$ cat src/rtl/mem_bus_pkg.sv
// Shared memory-bus types and helpers for the CPU-side memory port and
// the slaves hanging off it.
package mem_bus_pkg;

  localparam int unsigned ADDR_W = 32;
  localparam int unsigned DATA_W = 32;
  localparam int unsigned STRB_W = DATA_W / 8;

  localparam logic [STRB_W-1:0] WSTRB_READ = 4'b0000;
  localparam logic [STRB_W-1:0] WSTRB_WORD = 4'b1111;

  typedef enum logic [2:0] {
    IDLE,
    PASS,
    RMW_RD,
    RMW_MRG,
    RMW_WR,
    RESP
  } state_t;

  // One CPU-side request as captured at acceptance.
  typedef struct packed {
    logic [ADDR_W-1:0] addr;
    logic [DATA_W-1:0] wdata;
    logic [STRB_W-1:0] wstrb;
  } mem_req_t;

  // Take each byte lane from new_word where strb is set, else from old_word.
  function automatic logic [DATA_W-1:0] merge_lanes(
    input logic [DATA_W-1:0] old_word,
    input logic [DATA_W-1:0] new_word,
    input logic [STRB_W-1:0] strb
  );
    logic [DATA_W-1:0] merged;
    merged = old_word;
    for (int i = 0; i < int'(STRB_W); i++) begin
      if (strb[i]) merged[8*i +: 8] = new_word[8*i +: 8];
    end
    return merged;
  endfunction

endpackage

$ cat src/rtl/bram_rmw_adapter.sv
// Converts byte/halfword stores into read-modify-write sequences for a
// full-word-only BRAM controller, with a bounded downstream timeout.
module bram_rmw_adapter
  import mem_bus_pkg::*;
#(
  parameter int unsigned        TIMEOUT_CYCLES = 255,
  parameter logic [DATA_W-1:0]  ERR_DATA       = 32'hDEADBEEF
) (
  input  logic              clk,
  input  logic              reset_n,
  input  logic              s_mem_valid,
  output logic              s_mem_ready,
  input  logic [ADDR_W-1:0] s_mem_addr,
  input  logic [DATA_W-1:0] s_mem_wdata,
  input  logic [STRB_W-1:0] s_mem_wstrb,
  output logic [DATA_W-1:0] s_mem_rdata,
  output logic              s_mem_err,
  output logic              m_mem_valid,
  input  logic              m_mem_ready,
  output logic [ADDR_W-1:0] m_mem_addr,
  output logic [DATA_W-1:0] m_mem_wdata,
  output logic [STRB_W-1:0] m_mem_wstrb,
  input  logic [DATA_W-1:0] m_mem_rdata
);

  localparam int unsigned CNT_W = (TIMEOUT_CYCLES > 1) ? $clog2(TIMEOUT_CYCLES) : 1;
  localparam logic [CNT_W-1:0] TMO_LAST = CNT_W'(TIMEOUT_CYCLES - 1);

  state_t              state_q, state_d;
  logic                m_valid_q, m_valid_d;
  logic [ADDR_W-1:0]   m_addr_q, m_addr_d;
  logic [DATA_W-1:0]   m_wdata_q, m_wdata_d;
  logic [STRB_W-1:0]   m_wstrb_q, m_wstrb_d;
  logic                s_ready_q, s_ready_d;
  logic [DATA_W-1:0]   s_rdata_q, s_rdata_d;
  logic                s_err_q, s_err_d;
  logic [DATA_W-1:0]   old_word_q, old_word_d;
  logic [STRB_W-1:0]   strb_q, strb_d;
  logic [CNT_W-1:0]    tmo_q, tmo_d;

  mem_req_t            s_req;
  logic                timed_out;
  logic                unused_addr_lsb;

  assign s_req           = '{addr: s_mem_addr, wdata: s_mem_wdata, wstrb: s_mem_wstrb};
  // Lanes come from wstrb alone; the byte offset is deliberately dropped.
  assign unused_addr_lsb = ^s_req.addr[1:0];

  assign timed_out = (TIMEOUT_CYCLES != 0) && m_valid_q && !m_mem_ready && (tmo_q == TMO_LAST);

  always_comb begin
    state_d    = state_q;
    m_valid_d  = m_valid_q;
    m_addr_d   = m_addr_q;
    m_wdata_d  = m_wdata_q;
    m_wstrb_d  = m_wstrb_q;
    s_ready_d  = 1'b0;
    s_err_d    = 1'b0;
    s_rdata_d  = s_rdata_q;
    old_word_d = old_word_q;
    strb_d     = strb_q;
    tmo_d      = tmo_q;

    if (m_valid_q && !m_mem_ready) tmo_d = tmo_q + CNT_W'(1);

    case (state_q)
      IDLE: begin
        if (s_mem_valid) begin
          m_addr_d  = {s_req.addr[ADDR_W-1:2], 2'b00};
          m_wdata_d = s_req.wdata;
          strb_d    = s_req.wstrb;
          m_valid_d = 1'b1;
          tmo_d     = '0;
          if (s_req.wstrb == WSTRB_READ || s_req.wstrb == WSTRB_WORD) begin
            state_d   = PASS;
            m_wstrb_d = s_req.wstrb;
          end else begin
            state_d   = RMW_RD;
            m_wstrb_d = WSTRB_READ;
          end
        end
      end
      PASS: begin
        if (m_mem_ready) begin
          m_valid_d = 1'b0;
          s_rdata_d = (m_wstrb_q == WSTRB_READ) ? m_mem_rdata : m_wdata_q;
          s_ready_d = 1'b1;
          state_d   = RESP;
        end
      end
      RMW_RD: begin
        if (m_mem_ready) begin
          m_valid_d  = 1'b0;
          old_word_d = m_mem_rdata;
          state_d    = RMW_MRG;
        end
      end
      // Valid stays low here so the controller sees two distinct requests.
      RMW_MRG: begin
        m_valid_d = 1'b1;
        m_wstrb_d = WSTRB_WORD;
        m_wdata_d = merge_lanes(old_word_q, m_wdata_q, strb_q);
        tmo_d     = '0;
        state_d   = RMW_WR;
      end
      RMW_WR: begin
        if (m_mem_ready) begin
          m_valid_d = 1'b0;
          s_rdata_d = m_wdata_q;
          s_ready_d = 1'b1;
          state_d   = RESP;
        end
      end
      RESP: begin
        state_d = IDLE;
      end
      default: begin
        state_d   = IDLE;
        m_valid_d = 1'b0;
      end
    endcase

    // A ready on the final timeout cycle completes normally (timed_out needs !ready).
    if (timed_out) begin
      m_valid_d = 1'b0;
      s_rdata_d = ERR_DATA;
      s_err_d   = 1'b1;
      s_ready_d = 1'b1;
      state_d   = RESP;
    end
  end

  always_ff @(posedge clk or negedge reset_n) begin
    if (!reset_n) begin
      state_q    <= IDLE;
      m_valid_q  <= 1'b0;
      m_addr_q   <= '0;
      m_wdata_q  <= '0;
      m_wstrb_q  <= '0;
      s_ready_q  <= 1'b0;
      s_rdata_q  <= '0;
      s_err_q    <= 1'b0;
      old_word_q <= '0;
      strb_q     <= '0;
      tmo_q      <= '0;
    end else begin
      state_q    <= state_d;
      m_valid_q  <= m_valid_d;
      m_addr_q   <= m_addr_d;
      m_wdata_q  <= m_wdata_d;
      m_wstrb_q  <= m_wstrb_d;
      s_ready_q  <= s_ready_d;
      s_rdata_q  <= s_rdata_d;
      s_err_q    <= s_err_d;
      old_word_q <= old_word_d;
      strb_q     <= strb_d;
      tmo_q      <= tmo_d;
    end
  end

  assign s_mem_ready = s_ready_q;
  assign s_mem_rdata = s_rdata_q;
  assign s_mem_err   = s_err_q;
  assign m_mem_valid = m_valid_q;
  assign m_mem_addr  = m_addr_q;
  assign m_mem_wdata = m_wdata_q;
  assign m_mem_wstrb = m_wstrb_q;

endmodule

$ cat config.mk
export PLATFORM = sky130hd
export DESIGN_NAME = bram_rmw_adapter
export DESIGN_NICKNAME = d
export VERILOG_FILES = /design/src/rtl/mem_bus_pkg.sv /design/src/rtl/bram_rmw_adapter.sv
export SDC_FILE = /design/constraint.sdc
export NUM_CORES = 1
export LEC_CHECK = 0
export CAP_MARGIN = 10
export CORE_MARGIN = 4
export CORE_UTILIZATION = 40
export CTS_BUF_LIST = sky130_fd_sc_hd__clkbuf_4 sky130_fd_sc_hd__clkbuf_8
export DETAILED_ROUTE_END_ITERATION = 12
export GPL_ROUTABILITY_DRIVEN = 1
export PLACE_DENSITY = 0.71
export SYNTH_ARGS = -nofsm -noshare
export SYNTH_HDL_FRONTEND = slang
export SYNTH_SLANG_ARGS = --single-unit
$ cat constraint.sdc
create_clock -name clk -period 1.9 [get_ports clk]
set_input_delay 0.19 -clock clk [delete_from_list [all_inputs] [get_ports clk]]
set_output_delay 0.19 -clock clk [all_outputs]
set_load 0.02 [all_outputs]
* After elaboration in Yosys (flattened, before gate mapping)
Index checks and enable logic that the tools add are counted.
** Cells by class
- Add/sub/neg operators :: 1
- Equal/unequal tests :: 19
- Muxes and demuxes :: 31
- Reductions and logical operators :: 21
** Operator list (number)
- two-way mux 32 bit :: 5
- one-hot mux 32 bit (2 select lines) :: 2
- two-way mux 8 bit :: 6
- AND reduction 3 bit :: 7
- one-hot mux 8 bit (2 select lines) :: 1
- two-way mux 3 bit :: 4
- inequality test 2 bit (second input constant) :: 6
- inequality test 3 bit (second input constant) :: 4
- one-hot mux 3 bit (4 select lines) :: 1
- adder 8 x 1 -> 8 bit (second input constant) :: 1
- equality test 8 bit (second input constant) :: 1
- logical NOT 4 bit :: 2
- two-way mux 4 bit :: 2
- one-hot mux 4 bit (2 select lines) :: 1
- two-way mux 1 bit :: 7
- equality test 3 x 2 -> 1 bit (second input constant) :: 2
- equality test 3 bit (second input constant) :: 2
- inequality test 3 x 1 -> 1 bit (second input constant) :: 2
- AND reduction 2 bit :: 3
- equality test 4 bit (second input constant) :: 1
- one-hot mux 1 bit (4 select lines) :: 1
- equality test 3 x 1 -> 1 bit (second input constant) :: 1
- logical NOT 3 bit :: 1
- nonzero test 3 bit :: 1
- 7 further kinds :: 8
** Storage, ports and cells
- Bits in registers :: 148
- Input bits :: 104
- Output and inout port bits :: 103

* Logic depth before layout (Yosys ltp)
- Depth in word-level cells :: 6
- Depth in mapped cells :: 8
- Mapped depth without buffers :: 6

* Worst setup path before layout
Ideal clock, no wire load.
- Path kind :: register -> register
- Start :: reg m_wstrb_q[1], in the netlist m_mem_wstrb[1]
- End :: reg s_rdata_q[10], in the netlist s_mem_rdata[10]
- Setup time :: 0.137 ns
- Arrival time :: 1.624 ns
- Data required time :: 1.763 ns
- Slack :: 0.139 ns
- Cell stages (with the launch flop) :: 7
- Cell sequence :: dfrtp_1 -> or4_1 -> a21o_1 -> buf_2 -> buf_6 -> mux2i_1 -> a2bb2oi_1
** On the way
- Word-level cells in the longest chain between the ends :: 5
** Ends and longest elaborated chain
- start: declaration :: RTL line bram_rmw_adapter.sv:33 : logic [STRB_W-1:0] m_wstrb_q, m_wstrb_d;
- start signal: assignment :: RTL line bram_rmw_adapter.sv:151 : m_wstrb_q <= m_wstrb_d;
- logical NOT 4 bit :: RTL line bram_rmw_adapter.sv:86 : s_rdata_d = (m_wstrb_q == WSTRB_READ) ? m_mem_rdata : m_wdata_q;
- two-way mux 32 bit :: RTL line bram_rmw_adapter.sv:86
- two-way mux 32 bit :: RTL line bram_rmw_adapter.sv:84 : if (m_mem_ready) begin
- one-hot mux 32 bit (2 select lines) :: RTL line bram_rmw_adapter.sv:66 : case (state_q)
- two-way mux 32 bit :: RTL line bram_rmw_adapter.sv:124 : if (timed_out) begin
- end signal: assignment :: RTL line bram_rmw_adapter.sv:153 : s_rdata_q <= s_rdata_d;
- end: declaration :: RTL line bram_rmw_adapter.sv:35 : logic [DATA_W-1:0] s_rdata_q, s_rdata_d;
No other way between the ends. The select of a mux whose other input is x is not followed.
A chain may end at the register's enable or synchronous reset.

* Worst setup path after layout
- Start :: reg m_wstrb_q[1], in the netlist m_mem_wstrb[1]
- End :: reg s_rdata_q[14], in the netlist s_mem_rdata[14]
The elaborated chain is that of the path after synthesis.

==> results.json <==
{
  "mostFrequentLayoutCell": "clkdlybuf4s50_1",
  "track_usage": 0.190,
  "syn2layout_area_growth_pct": 44.4,
  "finalMaxSlewViolations": 0,
  "viasPerCell": 5.12,
  "fin_ws_ns": 0.114,
  "critPathCaptureType": "flip-flop",
  "hold_path.class": "primary input to asynchronous set/reset pin",
  "clock-root-buffer": "clkbuf_8",
  "layout.cells.non_filler": 924,
  "min_period_ns": 1.79,
  "yosys_most_used_dff": "dfrtp_1",
  "drive_above_1_share": 0.196,
  "powerDensity_nw_per_um2": 1760,
  "io_buffers": 202,
  "layout_worst_path_cycle_share": 0.940,
  "drc": 0,
  "max_cap_viol_count": 0,
  "syn_inst": 485,
  "dp_slack_ns": -0.131,
  "ys_async_sr_fraction": 1.00,
  "synth_edf_count": 0,
  "place.gp.congestion": 0.792,
  "max_slew.worst_pin.slew_ns": 0.524,
  "clock-sinks": 148,
  "path_cells": "or4_1, a21o_4, buf_12, mux2i_2, o2bb2ai_1",
  "grt.overflow.total": 0,
  "fp.dieH_um": 133,
  "cp_slowest_cell": "or4_1",
  "status": "complete, no violations",
  "synth_area_um2": 6280,
  "dr.first_iter.drc_count": 208,
  "numCtsBuffers": 17,
  "synth.top_cell.area_share": 0.590,
  "num_vias": 4727,
  "rsz0062_at_grt": "no",
  "start_util": 0.410,
  "io_pins": 207,
  "yosys_warnings": 0,
  "post-route-util": 0.592,
  "skew_ns": 0.0123,
  "antenna_cells": 0,
  "setup_viol": 0,
  "cts_tree": "yes",
  "synth_area_leaders": "dfrtp_1 59%, mux2_2 11%, mux2i_1 5.1%",
  "max-clock-path-buffers": 2,
  "fin_nets": 807,
  "critPathRequiredTime_ns": 2.20,
  "ant_nets": 0,
  "dieArea_um2": 17800,
  "worst-path-buf-inv": 1,
  "grt_max_degree": 56,
  "layout_common_cells": "201 x clkdlybuf4s50_1, 148 x dfrtp_1, 76 x nor2_1",
  "fin_total_pwr_w": 0.0160,
  "first_global_vias": 5165,
  "avgSynthCellArea_um2": 13.0,
  "p_leak_nw": 3.94,
  "max_freq_ghz": 0.560,
  "h-tree-depth": 4,
  "fp-row-count": 45,
  "slowest_delay_ns": 0.56,
  "critPathArrivalTime_ns": 2.09,
  "final_hold_viol_count": 0,
  "hpwl_um": 12100,
  "dp.cells": 892,
  "nFillCells": 1267,
  "synth_top_area_cell": "dfrtp_1",
  "synth-seq-cells": 148,
  "cp_top_family": "simple AND/OR/NAND/NOR gates",
  "slew_headroom": 0.651,
  "yosysUniqueCellTypes": 46,
  "cp-start-kind": "flip-flop",
  "yosysSeqAreaShare": 0.590,
  "first_pass_iters": 4,
  "routed_wl_um": 16600,
  "worstSetupPathType": "flip-flop to flip-flop",
  "ir_worst_vdd_mv": 1.11,
  "core_area_um2": 15300,
  "grt_pass1_wl_um": 26900,
  "die_w_um": 133,
  "clkTransAtPathRegs_ns": 0.08,
  "avgRoutedWirePerCell_um": 17.9,
  "cp_max_fo": 19,
  "antenna_found_initial": 0,
  "tns_ns": 0,
  "clk_latency_ns": 0.43
}
==> Yosys cell counts (2+ instances only) <==
cell type	number
buf_6	5
mux2i_1	32
a21o_1	5
or4_1	2
ha_1	2
clkbuf_1	4
nand3b_1	3
buf_4	5
nor2_1	76
buf_1	4
o21ai_0	2
o2bb2ai_1	8
a2bb2oi_1	24
a21boi_0	2
mux2_4	3
nand2_1	5
or2_2	4
mux2_2	63
nand4_1	7
o22ai_1	33
dfrtp_1	148
xor2_1	8
buf_2	14
mux2i_4	4
==> sequential cells by signal (all words and copies together) (netlist names) <==
register / count
m_mem_wdata: 32
strb_q: 4
state_q: 3
s_mem_err: 1
s_mem_ready: 1
tmo_q: 8
s_mem_rdata: 32
m_mem_addr: 30
old_word_q: 32
m_mem_valid: 1
m_mem_wstrb: 4
==> cell families (layout without fill, tap and decap cells) <==
kind of cell	after synthesis	after routing	synth area share
buffers and inverters	35	262	0.0337
multiplexers	102	102	0.185
XOR/XNOR	9	9	0.0126
AO/OA/AOI/OAI	80	80	0.0936
AND/OR/NAND/NOR	108	108	0.0805
adder cells (fa/ha/maj)	2	2	0.00398
other	1	2	0.000597
flip-flops	148	148	0.590
==> path summary, 6_finish.rpt <==
path                                                  from                           to  slack (ns)  depth (start not counted)
worst max-delay path            m_mem_wstrb[1]$_DFFE_PN0P_  s_mem_rdata[14]$_DFFE_PN0P_        0.11                          5
max in group asynchronous                          reset_n   m_mem_addr[13]$_DFFE_PN0P_        0.95                          3
min in group clk                            s_mem_addr[18]   m_mem_addr[18]$_DFFE_PN0P_        0.37                          2
worst min-delay path                               reset_n      m_mem_valid$_DFFE_PN0P_        0.29                          2
worst max register to register  m_mem_wstrb[1]$_DFFE_PN0P_  s_mem_rdata[14]$_DFFE_PN0P_        0.11                          5
worst min register to register  s_mem_rdata[4]$_DFFE_PN0P_   s_mem_rdata[4]$_DFFE_PN0P_        0.49                          1
==> layer usage <==
layer | vias up | wire, µm | share of wire | global-route usage
met4 | 0 | 320 | 0.019 | 0.0691
li1 | 2173 | - | - | -
met2 | 159 | 8290 | 0.50 | 0.312
met5 | - | 0 | 0 | 0
met3 | 20 | 1070 | 0.064 | 0.0574
met1 | 2375 | 6890 | 0.42 | 0.238
==> through the flow <==
step	instance area (µm²)	hold WS, ns
2_1_floorplan	6280	-0.106
3_3_place_gp	8670	0.182
3_5_place_dp	8670	0.191
4_1_cts	9060	0.267
5_1_grt	9070	0.310
6_report	9070	0.291
==> area by class of cell <==
class                      instances  area [µm²]  area share
multi-input combinational        303        2390       0.263
inverter                           2        12.5     0.00138
sequential                       148        3700       0.408
tap                              211         264      0.0291
clock inverter                     8        75.1     0.00828
timing repair buffer             229        2320       0.255
clock buffer                      23         310      0.0342
==> what timing repair did <==
action,4_1_cts,5_1_grt
gates resized for setup,0,2
buffers inserted,0,0
endpoints found under the setup margin,0,2
hold buffers,1,0
hold endpoints to repair,51,0
==> report_power, final <==
| part | internal, W | switching (W) |
|---|---|---|
| Clock | 0.00121 | 0.00112 |
| Combinational | 0.00417 | 0.00382 |
| Sequential | 0.00468 | 0.000981 |
| Total | 0.0101 | 0.00592 |
Power figures use the tool's default switching activity.
